### config.mk
export PLATFORM = sky130hd
export DESIGN_NAME = green_time_calc
export DESIGN_NICKNAME = d
export VERILOG_FILES = /design/src/rtl/traffic_pkg.sv /design/src/rtl/arrival_counter.sv /design/src/rtl/green_time_calc.sv
export SDC_FILE = /design/constraint.sdc
export NUM_CORES = 1
export LEC_CHECK = 0
export ABC_AREA = 1
export CAP_MARGIN = 20
export CORE_AREA = 3 3 129 131
export CTS_CLUSTER_SIZE = 40
export DETAILED_ROUTE_END_ITERATION = 8
export DIE_AREA = 0 0 132 134
export PLACE_DENSITY = 0.79
export SLEW_MARGIN = 20
export SYNTH_ARGS = -nofsm -noshare
export SYNTH_HDL_FRONTEND = slang
export SYNTH_SLANG_ARGS = --single-unit
export TNS_END_PERCENT = 100
### constraint.sdc
create_clock -name clk -period 4.6 [get_ports clk]
set_input_delay 0.69 -clock clk [delete_from_list [all_inputs] [get_ports clk]]
set_output_delay 0.69 -clock clk [all_outputs]
set_load 0.02 [all_outputs]
### src/rtl/traffic_pkg.sv
// Shared types, default timing constants and helpers for the traffic-light green-time logic.
// Latency: n/a (package only).
// Backpressure: n/a (package only).
package traffic_pkg;

    localparam int DELAY_W = 32;   // width of the light FSM green-delay inputs
    localparam int PROD_W  = 48;   // width of the registered count*step product

    localparam int CLK_FREQ_DEF      = 50_000_000;
    localparam int BASE_GREEN_MS_DEF = 100;
    localparam int STEP_MS_DEF       = 10;
    localparam int MIN_GREEN_MS_DEF  = 50;
    localparam int MAX_GREEN_MS_DEF  = 400;
    localparam int COUNT_W_DEF       = 8;

    // First pipeline stage of the delay computation for one direction.
    typedef struct packed {
        logic              vld;
        logic [PROD_W-1:0] prod;
    } s1_t;

    // Milliseconds to clock cycles, done in 64 bits so large clocks do not overflow.
    function automatic logic [63:0] ms_to_cyc(input logic [63:0] ms, input logic [63:0] clk_freq);
        return (ms * clk_freq) / 64'd1000;
    endfunction

    // Saturate to the delay width, then clamp into [min_cyc, max_cyc].
    function automatic logic [DELAY_W-1:0] clamp_delay(input logic [63:0] sum,
                                                       input logic [63:0] min_cyc,
                                                       input logic [63:0] max_cyc);
        logic [63:0] s;
        s = (sum > 64'hFFFF_FFFF) ? 64'hFFFF_FFFF : sum;
        if (s < min_cyc) s = min_cyc;
        if (s > max_cyc) s = max_cyc;
        if (s > 64'hFFFF_FFFF) s = 64'hFFFF_FFFF;
        return DELAY_W'(s);
    endfunction

endpackage

### src/rtl/arrival_counter.sv
// Counts rising edges of one presence sensor into a saturating counter with clear.
// Latency: count reflects an arrival 1 clock after the sensor rises (+2 with SENSOR_SYNC_EN).
// Backpressure: none; every qualifying edge is counted until saturation.
// Ports: clk, rst (sync, active-low), sensor (raw detector), clr (restart counting), count.
// Build option: SENSOR_SYNC_EN adds a 2-flop synchronizer in front of the edge detect.
module arrival_counter
    import traffic_pkg::*;
#(
    parameter int COUNT_W = COUNT_W_DEF
) (
    input  logic               clk,
    input  logic               rst,
    input  logic               sensor,
    input  logic               clr,
    output logic [COUNT_W-1:0] count
);

    logic               sensor_s;
    logic               sensor_q, sensor_d;
    logic               arrival;
    logic [COUNT_W-1:0] count_q, count_d;

`ifdef SENSOR_SYNC_EN
    logic sync1_q, sync1_d;
    logic sync2_q, sync2_d;

    always_comb begin
        sync1_d = sensor;
        sync2_d = sync1_q;
    end

    always_ff @(posedge clk) begin
        if (!rst) begin
            sync1_q <= 1'b0;
            sync2_q <= 1'b0;
        end else begin
            sync1_q <= sync1_d;
            sync2_q <= sync2_d;
        end
    end

    assign sensor_s = sync2_q;
`else
    assign sensor_s = sensor;
`endif

    always_comb begin
        sensor_d = sensor_s;
        arrival  = sensor_s & ~sensor_q;
        count_d  = count_q;
        if (clr) begin
            // A clear that coincides with an arrival keeps that arrival.
            count_d = COUNT_W'(arrival);
        end else if (arrival && (count_q != '1)) begin
            count_d = count_q + COUNT_W'(1);
        end
    end

    always_ff @(posedge clk) begin
        if (!rst) begin
            sensor_q <= 1'b0;
            count_q  <= '0;
        end else begin
            sensor_q <= sensor_d;
            count_q  <= count_d;
        end
    end

    assign count = count_q;

endmodule

### src/rtl/green_time_calc.sv
// Adaptive NS/EW green-time generator feeding the intersection light FSM delay inputs.
// Latency: delay output and upd pulse appear 2 clocks after the green falling edge is detected.
// Backpressure: none; commits are unconditional, delays hold between commits.
// Ports: clk, rst (sync, active-low), ns/ew_sensor, ns/ew_green_in (from FSM),
//        NS/EW_GREEN_DELAY (cycles), ns/ew_delay_upd (1-cycle pulse), conflict (sticky).
// Build option: SENSOR_SYNC_EN synchronizes the sensors (2 extra cycles of arrival latency).
module green_time_calc
    import traffic_pkg::*;
#(
    parameter int CLK_FREQ      = CLK_FREQ_DEF,
    parameter int BASE_GREEN_MS = BASE_GREEN_MS_DEF,
    parameter int STEP_MS       = STEP_MS_DEF,
    parameter int MIN_GREEN_MS  = MIN_GREEN_MS_DEF,
    parameter int MAX_GREEN_MS  = MAX_GREEN_MS_DEF,
    parameter int COUNT_W       = COUNT_W_DEF
) (
    input  logic               clk,
    input  logic               rst,
    input  logic               ns_sensor,
    input  logic               ew_sensor,
    input  logic               ns_green_in,
    input  logic               ew_green_in,
    output logic [DELAY_W-1:0] NS_GREEN_DELAY,
    output logic [DELAY_W-1:0] EW_GREEN_DELAY,
    output logic               ns_delay_upd,
    output logic               ew_delay_upd,
    output logic               conflict
);

    localparam logic [63:0] BASE_CYC = ms_to_cyc(64'(BASE_GREEN_MS), 64'(CLK_FREQ));
    localparam logic [63:0] STEP_CYC = ms_to_cyc(64'(STEP_MS), 64'(CLK_FREQ));
    localparam logic [63:0] MIN_CYC  = ms_to_cyc(64'(MIN_GREEN_MS), 64'(CLK_FREQ));
    localparam logic [63:0] MAX_CYC  = ms_to_cyc(64'(MAX_GREEN_MS), 64'(CLK_FREQ));
    localparam logic [DELAY_W-1:0] RST_DELAY = clamp_delay(BASE_CYC, MIN_CYC, MAX_CYC);

    if (MIN_GREEN_MS > MAX_GREEN_MS) begin : g_clamp_check
        $error("green_time_calc: MIN_GREEN_MS (%0d) exceeds MAX_GREEN_MS (%0d)",
               MIN_GREEN_MS, MAX_GREEN_MS);
    end

    logic               ns_green_q, ns_green_d;
    logic               ew_green_q, ew_green_d;
    logic               ns_fall, ew_fall;
    logic [COUNT_W-1:0] ns_count, ew_count;
    s1_t                ns_s1_q, ns_s1_d;
    s1_t                ew_s1_q, ew_s1_d;
    logic [DELAY_W-1:0] ns_delay_q, ns_delay_d;
    logic [DELAY_W-1:0] ew_delay_q, ew_delay_d;
    logic               ns_upd_q, ns_upd_d;
    logic               ew_upd_q, ew_upd_d;
    logic               conflict_q, conflict_d;

    // A direction starts waiting when its own green ends.
    arrival_counter #(.COUNT_W(COUNT_W)) u_ns_cnt (
        .clk    (clk),
        .rst    (rst),
        .sensor (ns_sensor),
        .clr    (ns_fall),
        .count  (ns_count)
    );

    arrival_counter #(.COUNT_W(COUNT_W)) u_ew_cnt (
        .clk    (clk),
        .rst    (rst),
        .sensor (ew_sensor),
        .clr    (ew_fall),
        .count  (ew_count)
    );

    always_comb begin
        ns_green_d = ns_green_in;
        ew_green_d = ew_green_in;
        ns_fall    = ~ns_green_in & ns_green_q;
        ew_fall    = ~ew_green_in & ew_green_q;
        conflict_d = conflict_q | (ns_green_in & ew_green_in);

        // The end of the opposing green commits this direction's count, so the new
        // delay settles during the opposing yellow. The count read here is the
        // pre-increment value; a same-cycle arrival lands in the counter only.
        ns_s1_d.vld  = ew_fall;
        ns_s1_d.prod = PROD_W'(64'(ns_count) * STEP_CYC);
        ew_s1_d.vld  = ns_fall;
        ew_s1_d.prod = PROD_W'(64'(ew_count) * STEP_CYC);

        ns_upd_d   = ns_s1_q.vld;
        ns_delay_d = ns_delay_q;
        if (ns_s1_q.vld) begin
            ns_delay_d = clamp_delay(BASE_CYC + 64'(ns_s1_q.prod), MIN_CYC, MAX_CYC);
        end

        ew_upd_d   = ew_s1_q.vld;
        ew_delay_d = ew_delay_q;
        if (ew_s1_q.vld) begin
            ew_delay_d = clamp_delay(BASE_CYC + 64'(ew_s1_q.prod), MIN_CYC, MAX_CYC);
        end
    end

    always_ff @(posedge clk) begin
        if (!rst) begin
            ns_green_q <= 1'b0;
            ew_green_q <= 1'b0;
            ns_s1_q    <= '0;
            ew_s1_q    <= '0;
            ns_delay_q <= RST_DELAY;
            ew_delay_q <= RST_DELAY;
            ns_upd_q   <= 1'b0;
            ew_upd_q   <= 1'b0;
            conflict_q <= 1'b0;
        end else begin
            ns_green_q <= ns_green_d;
            ew_green_q <= ew_green_d;
            ns_s1_q    <= ns_s1_d;
            ew_s1_q    <= ew_s1_d;
            ns_delay_q <= ns_delay_d;
            ew_delay_q <= ew_delay_d;
            ns_upd_q   <= ns_upd_d;
            ew_upd_q   <= ew_upd_d;
            conflict_q <= conflict_d;
        end
    end

    assign NS_GREEN_DELAY = ns_delay_q;
    assign EW_GREEN_DELAY = ew_delay_q;
    assign ns_delay_upd   = ns_upd_q;
    assign ew_delay_upd   = ew_upd_q;
    assign conflict       = conflict_q;

endmodule

Word-level counts from Yosys, hierarchy flattened

Cells that the tools add are included.

Add/sub/neg operators: 4
Multipliers: 2
$lt $le $gt $ge: 8
Equality and inequality tests: 2
Mux-type cells: 16
Bitwise gates (word level): 11
Reductions and logical operators: 6

Operators with widths:

| cell                                                                    | number |
|---|---|
| 64-bit 2-to-1 mux                                                       | 6 |
| 49-bit 2-to-1 mux                                                       | 4 |
| 64-bit by 25-bit > comparator with 1-bit output (second input constant) | 2 |
| 64-bit by 32-bit > comparator with 1-bit output (second input constant) | 2 |
| 23-bit by 48-bit adder with 49-bit output (first input constant)        | 2 |
| 49-bit by 32-bit > comparator with 1-bit output (second input constant) | 2 |
| 49-bit by 22-bit < comparator with 1-bit output (second input constant) | 2 |
| 32-bit 2-to-1 mux                                                       | 2 |
| 8-bit by 14-bit multiplier with 22-bit output (second input constant)   | 2 |
| 8-bit by 1-bit adder with 8-bit output (second input constant)          | 2 |
| 8-bit != test (second input constant)                                   | 2 |
| 1-bit bitwise AND                                                       | 5 |
| 1-bit inverter                                                          | 5 |
| 1-bit 2-to-1 mux                                                        | 4 |
| 2-bit nonzero test                                                      | 2 |
| 2-bit OR reduction                                                      | 2 |
| 1-bit logical AND                                                       | 2 |
| 1-bit OR                                                                | 1 |

Register bits: 185
Bits of input ports: 6
Output and inout port bits: 67
Logic and storage cells: 68

Longest topological paths before layout

Gate-level depths: netlist of the first run.

Word-level depth: 11
Mapped depth: 19
Mapped depth without buffers: 19

By module

Synthesis of the first run repeated with hierarchy kept, for this count alone.

Cells, all modules: 1,339
Area, all modules: 9,350.2 um2

Modules (own cells, without submodules):

| module          | instances | cells each | area each (um2) |
|---|---|---|---|
| green_time_calc | 1         | 1,181      | 8,296.7 |
| arrival_counter | 2         | 79         | 526.8 |

Worst setup path after synthesis of the first run

No wires, ideal clock.

Kind: register to register
Start: register u_ew_cnt.count_q[3] (netlist: u_ew_cnt.count[3])
End: register ew_s1_q[26] in the netlist's numbering
Setup time: 125 ps
Data arrival time: 3,764 ps
Data required time: 4,475 ps
Path slack: 711 ps
Cell stages (with the launch flop): 18
Path buffers: 0
Path through: dfxtp_1 -> inv_1 -> fa_1 -> inv_1 -> ha_1 -> inv_1 -> fa_1 -> fa_1 -> inv_1 -> ha_1 -> nand2_1 -> a21oi_1 -> a211oi_1 -> o211ai_1 -> a21boi_0 -> o21ai_0 -> o21ai_0 -> a21oi_1

Cells in the longest elaborated chain, start to end: 1

Ends and longest elaborated chain:

| element                                       | RTL line               | RTL |
|---|---|---|
| start: declaration                            | arrival_counter.sv:21  | `logic [COUNT_W-1:0] count_q, count_d;` |
| start signal: assignment                      | arrival_counter.sv:65  | `count_q <= count_d;` |
| 8-bit by 14-bit multiplier with 22-bit output | green_time_calc.sv:83  | `ew_s1_d.prod = PROD_W'(64'(ew_count) * STEP_CYC);` |
| end signal: assignment                        | green_time_calc.sv:113 | `ew_s1_q <= ew_s1_d;` |
| end: declaration                              | green_time_calc.sv:46  | `s1_t ew_s1_q, ew_s1_d;` |

No other way between the ends.
A chain may end at the register's enable or synchronous reset.

Final worst setup path of the first run

Ends and elaborated chain as after synthesis.

==> results.ini, run 1 <==
[timing]
relSlewSlack_pct=58.12
fmax_ghz=0.2375
setup_ws_ns=0.3888
tightestPinTransition_ns=0.6216
rsz0062_at_grt=no
layout_min_cycle_time_ns=4.211
period_share_pct=91.55
finalSetupViolCount=0
fin_tns_setup_ns=0
skew_ns=0.008110
hold_viol_final=0
finalMaxSlewViolations=0

[worst_hold_path]
hold_path.class=reg -> reg
min_to=NS_GREEN_DELAY[27]
min_from=NS_GREEN_DELAY[27]
min_path_cells=2

[grt]
grt_usage_pct=24.25
overflow=0
grt_max_degree=57
grt_pass1_wl_um=35580
antenna_found_initial=0
grt_pass1_vias=7767

[die]
fp-row-count=46
start_util_pct=57.88
die_area_sq_um=17690
ios=73
die_h_um=134
core-area_sq_um=15710
dieWidth_um=132

[power_and_ir_drop]
seqPwrFrac_pct=38.3
internal-power_mw=2.070
p_sw_mw=0.7228
ir_worst_vdd_mv=0.2992
combinationalPowerShare_pct=11.6
clockPowerShare_pct=50.1
swShare_pct=25.88
p_leak_nw=5.436
power_density_nw_per_um2=269.1

[clock_tree]
cts_tree=done
cts_hold_buf=0
cts.clk_slew.worst_paths_ns=0.06
clkLatencyLatePin_ns=0.42
cts_htree_levels=4
clock_path_buffers=2
numCtsBuffers=17
numClockSinks=115
cts_root_buf=clkbuf_16

[yosys]
syn_inst=1304
synth_area_leaders=dfxtp_1, ha_1, nand2_1, inv_1, fa_1
ys_types=46
async_reset_ff_share_pct=0
yosysSeqAreaShare_pct=25.31
ys.flop_type=dfxtp_1
yosysTopAreaCell=dfxtp_1
post_synth.cell_area_avg_sq_um=6.975
synth_seq_cells=115
synth-edff-count=0
synth.cell_area_sq_um=9095
yosysTopAreaCellShare_pct=25.31
yosys_warnings=0

[critical_path]
cp_common_cell=inv_1
start_kind=flop
path_class=reg -> reg
path_max_fanout=7
rr_startpoint=u_ew_cnt.count[3]
ff2ff_setup_slack_ns=0.39
critical-path-slowest-cell=fa_1
r2r_end=ew_s1_q[26]
worstPathArrival_ns=4.51
worstPathRequired_ns=4.90
crit_chain=inv_1, fa_1, inv_1, ha_1, inv_1, fa_1, fa_1, inv_1, ha_1, nand2_1, a21oi_1, a211oi_1, o211ai_1, a21boi_1, o21ai_0, o21ai_0, a21oi_1
end_kind=flop
reg2reg_depth=17
crit_path_max_incr_delay_ns=0.54

[drt]
drc_errors=0
drtAntennaViolNets=0
drt_iter0_drc=516
vias_per_cell=5.210
wl_per_cell_um=13.15
dr_wl_met3_um=923
met2_length_um=9993
wirelength_um=20880
routed.top_layer=met4
dr.pass1.iters=6
m1WireLength_um=9573
route.vias.total=8274

[place]
routabilityCongestion=0.9318
placedCellCount=1556
port_buffers=54
pre_cts_ws_ns=0.3552
placed_area_sq_um=9743
dpl.hpwl_um=16220

[cells_and_area]
drive_gt1_share_pct=4.373
antennaDiodeCount=0
nFillCells=1387
stdcell_count=1588
area_growth_syn_to_layout_pct=14.11
fin_area_sq_um=10380
fin_util_pct=66.05
finalNetCount=1511

[flow_run]
maxCapViolCount=0

[status]
status=completed

synthesized netlist by cell type, types with 4 or more instances:
master	count
xor2_1	15
fa_1	34
xnor2_1	4
inv_1	199
clkbuf_1	12
dfxtp_1	115
nand2_1	327
ha_1	112
o21ai_0	77
a21oi_1	81
o21a_1	7
a21oi_2	7
nor2_1	117
nand4_1	18
nor3_1	16
buf_4	19
nand3_1	94
cells by family (layout without fill, tap and decap cells):
logic type	after synthesis	count (layout)	synth area share, %
simple gates	593	593	27.40
buf+inv	239	290	10.94
compound gates	191	191	11.58
fa+ha+maj	146	146	22.89
flops	115	115	25.31
xor+xnor	19	19	1.830
other cells	1	18	0.04123
cell type report:
class	count	area (sq um)	area share (%)
Clock buffer	19	452.9	4.364
Clock inverter	13	182.7	1.760
Inverter	202	758.2	7.306
Multi-Input combinational cell	967	5862	56.48
Sequential cell	115	2302	22.18
Tap cell	216	270.3	2.604
Timing Repair Buffer	56	550.5	5.304
worst max-delay path: cells and delay by family, from the launching register on:
| kind | cells | cell delay (ns) |
|---|---|---|
| adder cells (fa/ha/maj) | 5 | 2.18 |
| AO/OA/AOI/OAI | 7 | 1.04 |
| flip-flops | 1 | 0.50 |
| buffers and inverters | 4 | 0.29 |
| AND/OR/NAND/NOR | 1 | 0.10 |
placed cells by master, fill, tap and decap left out, types with 3 or more instances in the layout:
master           count
inv_1              199
fa_1                34
o21a_1               7
xnor2_1              4
nand3_1             94
conb_1              18
a31oi_1              3
nand2_1            327
a21oi_1             81
dfxtp_1            115
o21ai_0             77
o21bai_1             3
ha_1               112
nor2_2               3
bufinv_16            4
xor2_1              15
nand4_1             18
nor2_1             117
clkinvlp_4           4
nor3_1              16
nand2_2              3
clkdlybuf4s50_1     53
clkbuf_16           17
a21o_1               3
a21oi_2              7
clkinv_2             3
worst max-delay path by stage:
| stage | start | endpoint | slack, ns | cells past startpoint |
|---|---|---|---|---|
| global route | u_ew_cnt.count[3] | ew_s1_q[26] | 0.10 | 17 |
| detailed placement | u_ew_cnt.count[3] | ew_s1_q[26] | 0.36 | 17 |
| finish | u_ew_cnt.count[3] | ew_s1_q[26] | 0.39 | 17 |
| global placement | u_ew_cnt.count[3] | ew_s1_q[26] | 0.51 | 17 |
| floorplan | u_ew_cnt.count[3] | ew_s1_q[26] | 0.71 | 17 |
| CTS | u_ew_cnt.count[3] | ew_s1_q[26] | 0.33 | 17 |
power by group through the flow:
| stage | Clock, mW | Combinational, mW | Sequential, mW |
|---|---|---|---|
| finish | 1.40 | 0.323 | 1.07 |
| global route | 1.47 | 0.369 | 1.08 |
| CTS | 1.42 | 0.322 | 1.07 |
| detailed placement | 0 | 0.317 | 1.09 |
| global placement | 0 | 0.312 | 1.09 |
| floorplan | 0 | 0.239 | 1.09 |
stage by stage:
stage | power [mW] | hold WS, ns
after floorplan | 1.327 | 0.4328
after global placement | 1.402 | 0.4256
after CTS | 2.811 | 0.4381
after global routing | 2.911 | 0.4513
final | 2.793 | 0.4351
after detailed placement | 1.407 | 0.4288
state kept, by name (all words and copies together) (netlist names), 8 cells and up:
| name | count |
|---|---|
| NS_GREEN_DELAY | 23 |
| u_ew_cnt.count | 8 |
| ew_s1_q | 22 |
| ns_s1_q | 22 |
| u_ns_cnt.count | 8 |
| EW_GREEN_DELAY | 23 |
per-layer routing:
layer | up-vias | track usage [%]
li1 | 4292 | -
met2 | 211 | 41.85
met1 | 3735 | 30.62
met3 | 36 | 4.389
met5 | - | 0
met4 | 0 | 8.518
what timing repair did:
action | in CTS | in global routing
gates resized for setup | 0 | 1
endpoints found under the hold margin | 0 | 0
setup buffers | 0 | 0
setup endpoints to repair | 0 | 1
No activity file was read; power rests on OpenSTA's default activity.
==> inputs of run 2 (changes only) <==
==> constraint.sdc (replaced) <==
create_clock -name clk -period 4.6 [get_ports clk]
set_input_delay 0.69 -clock clk [delete_from_list [all_inputs] [get_ports clk]]
set_output_delay 0.69 -clock clk [all_outputs]
set_load 0.01 [all_outputs]
==> results of run 2 <==
Same layout as run 1 (identical final DEF). Status: completed.
Main changes from that run: total power 2.793 mW -> 2.780 mW; worst IR drop on VDD 0.2992 mV -> 0.2991 mV
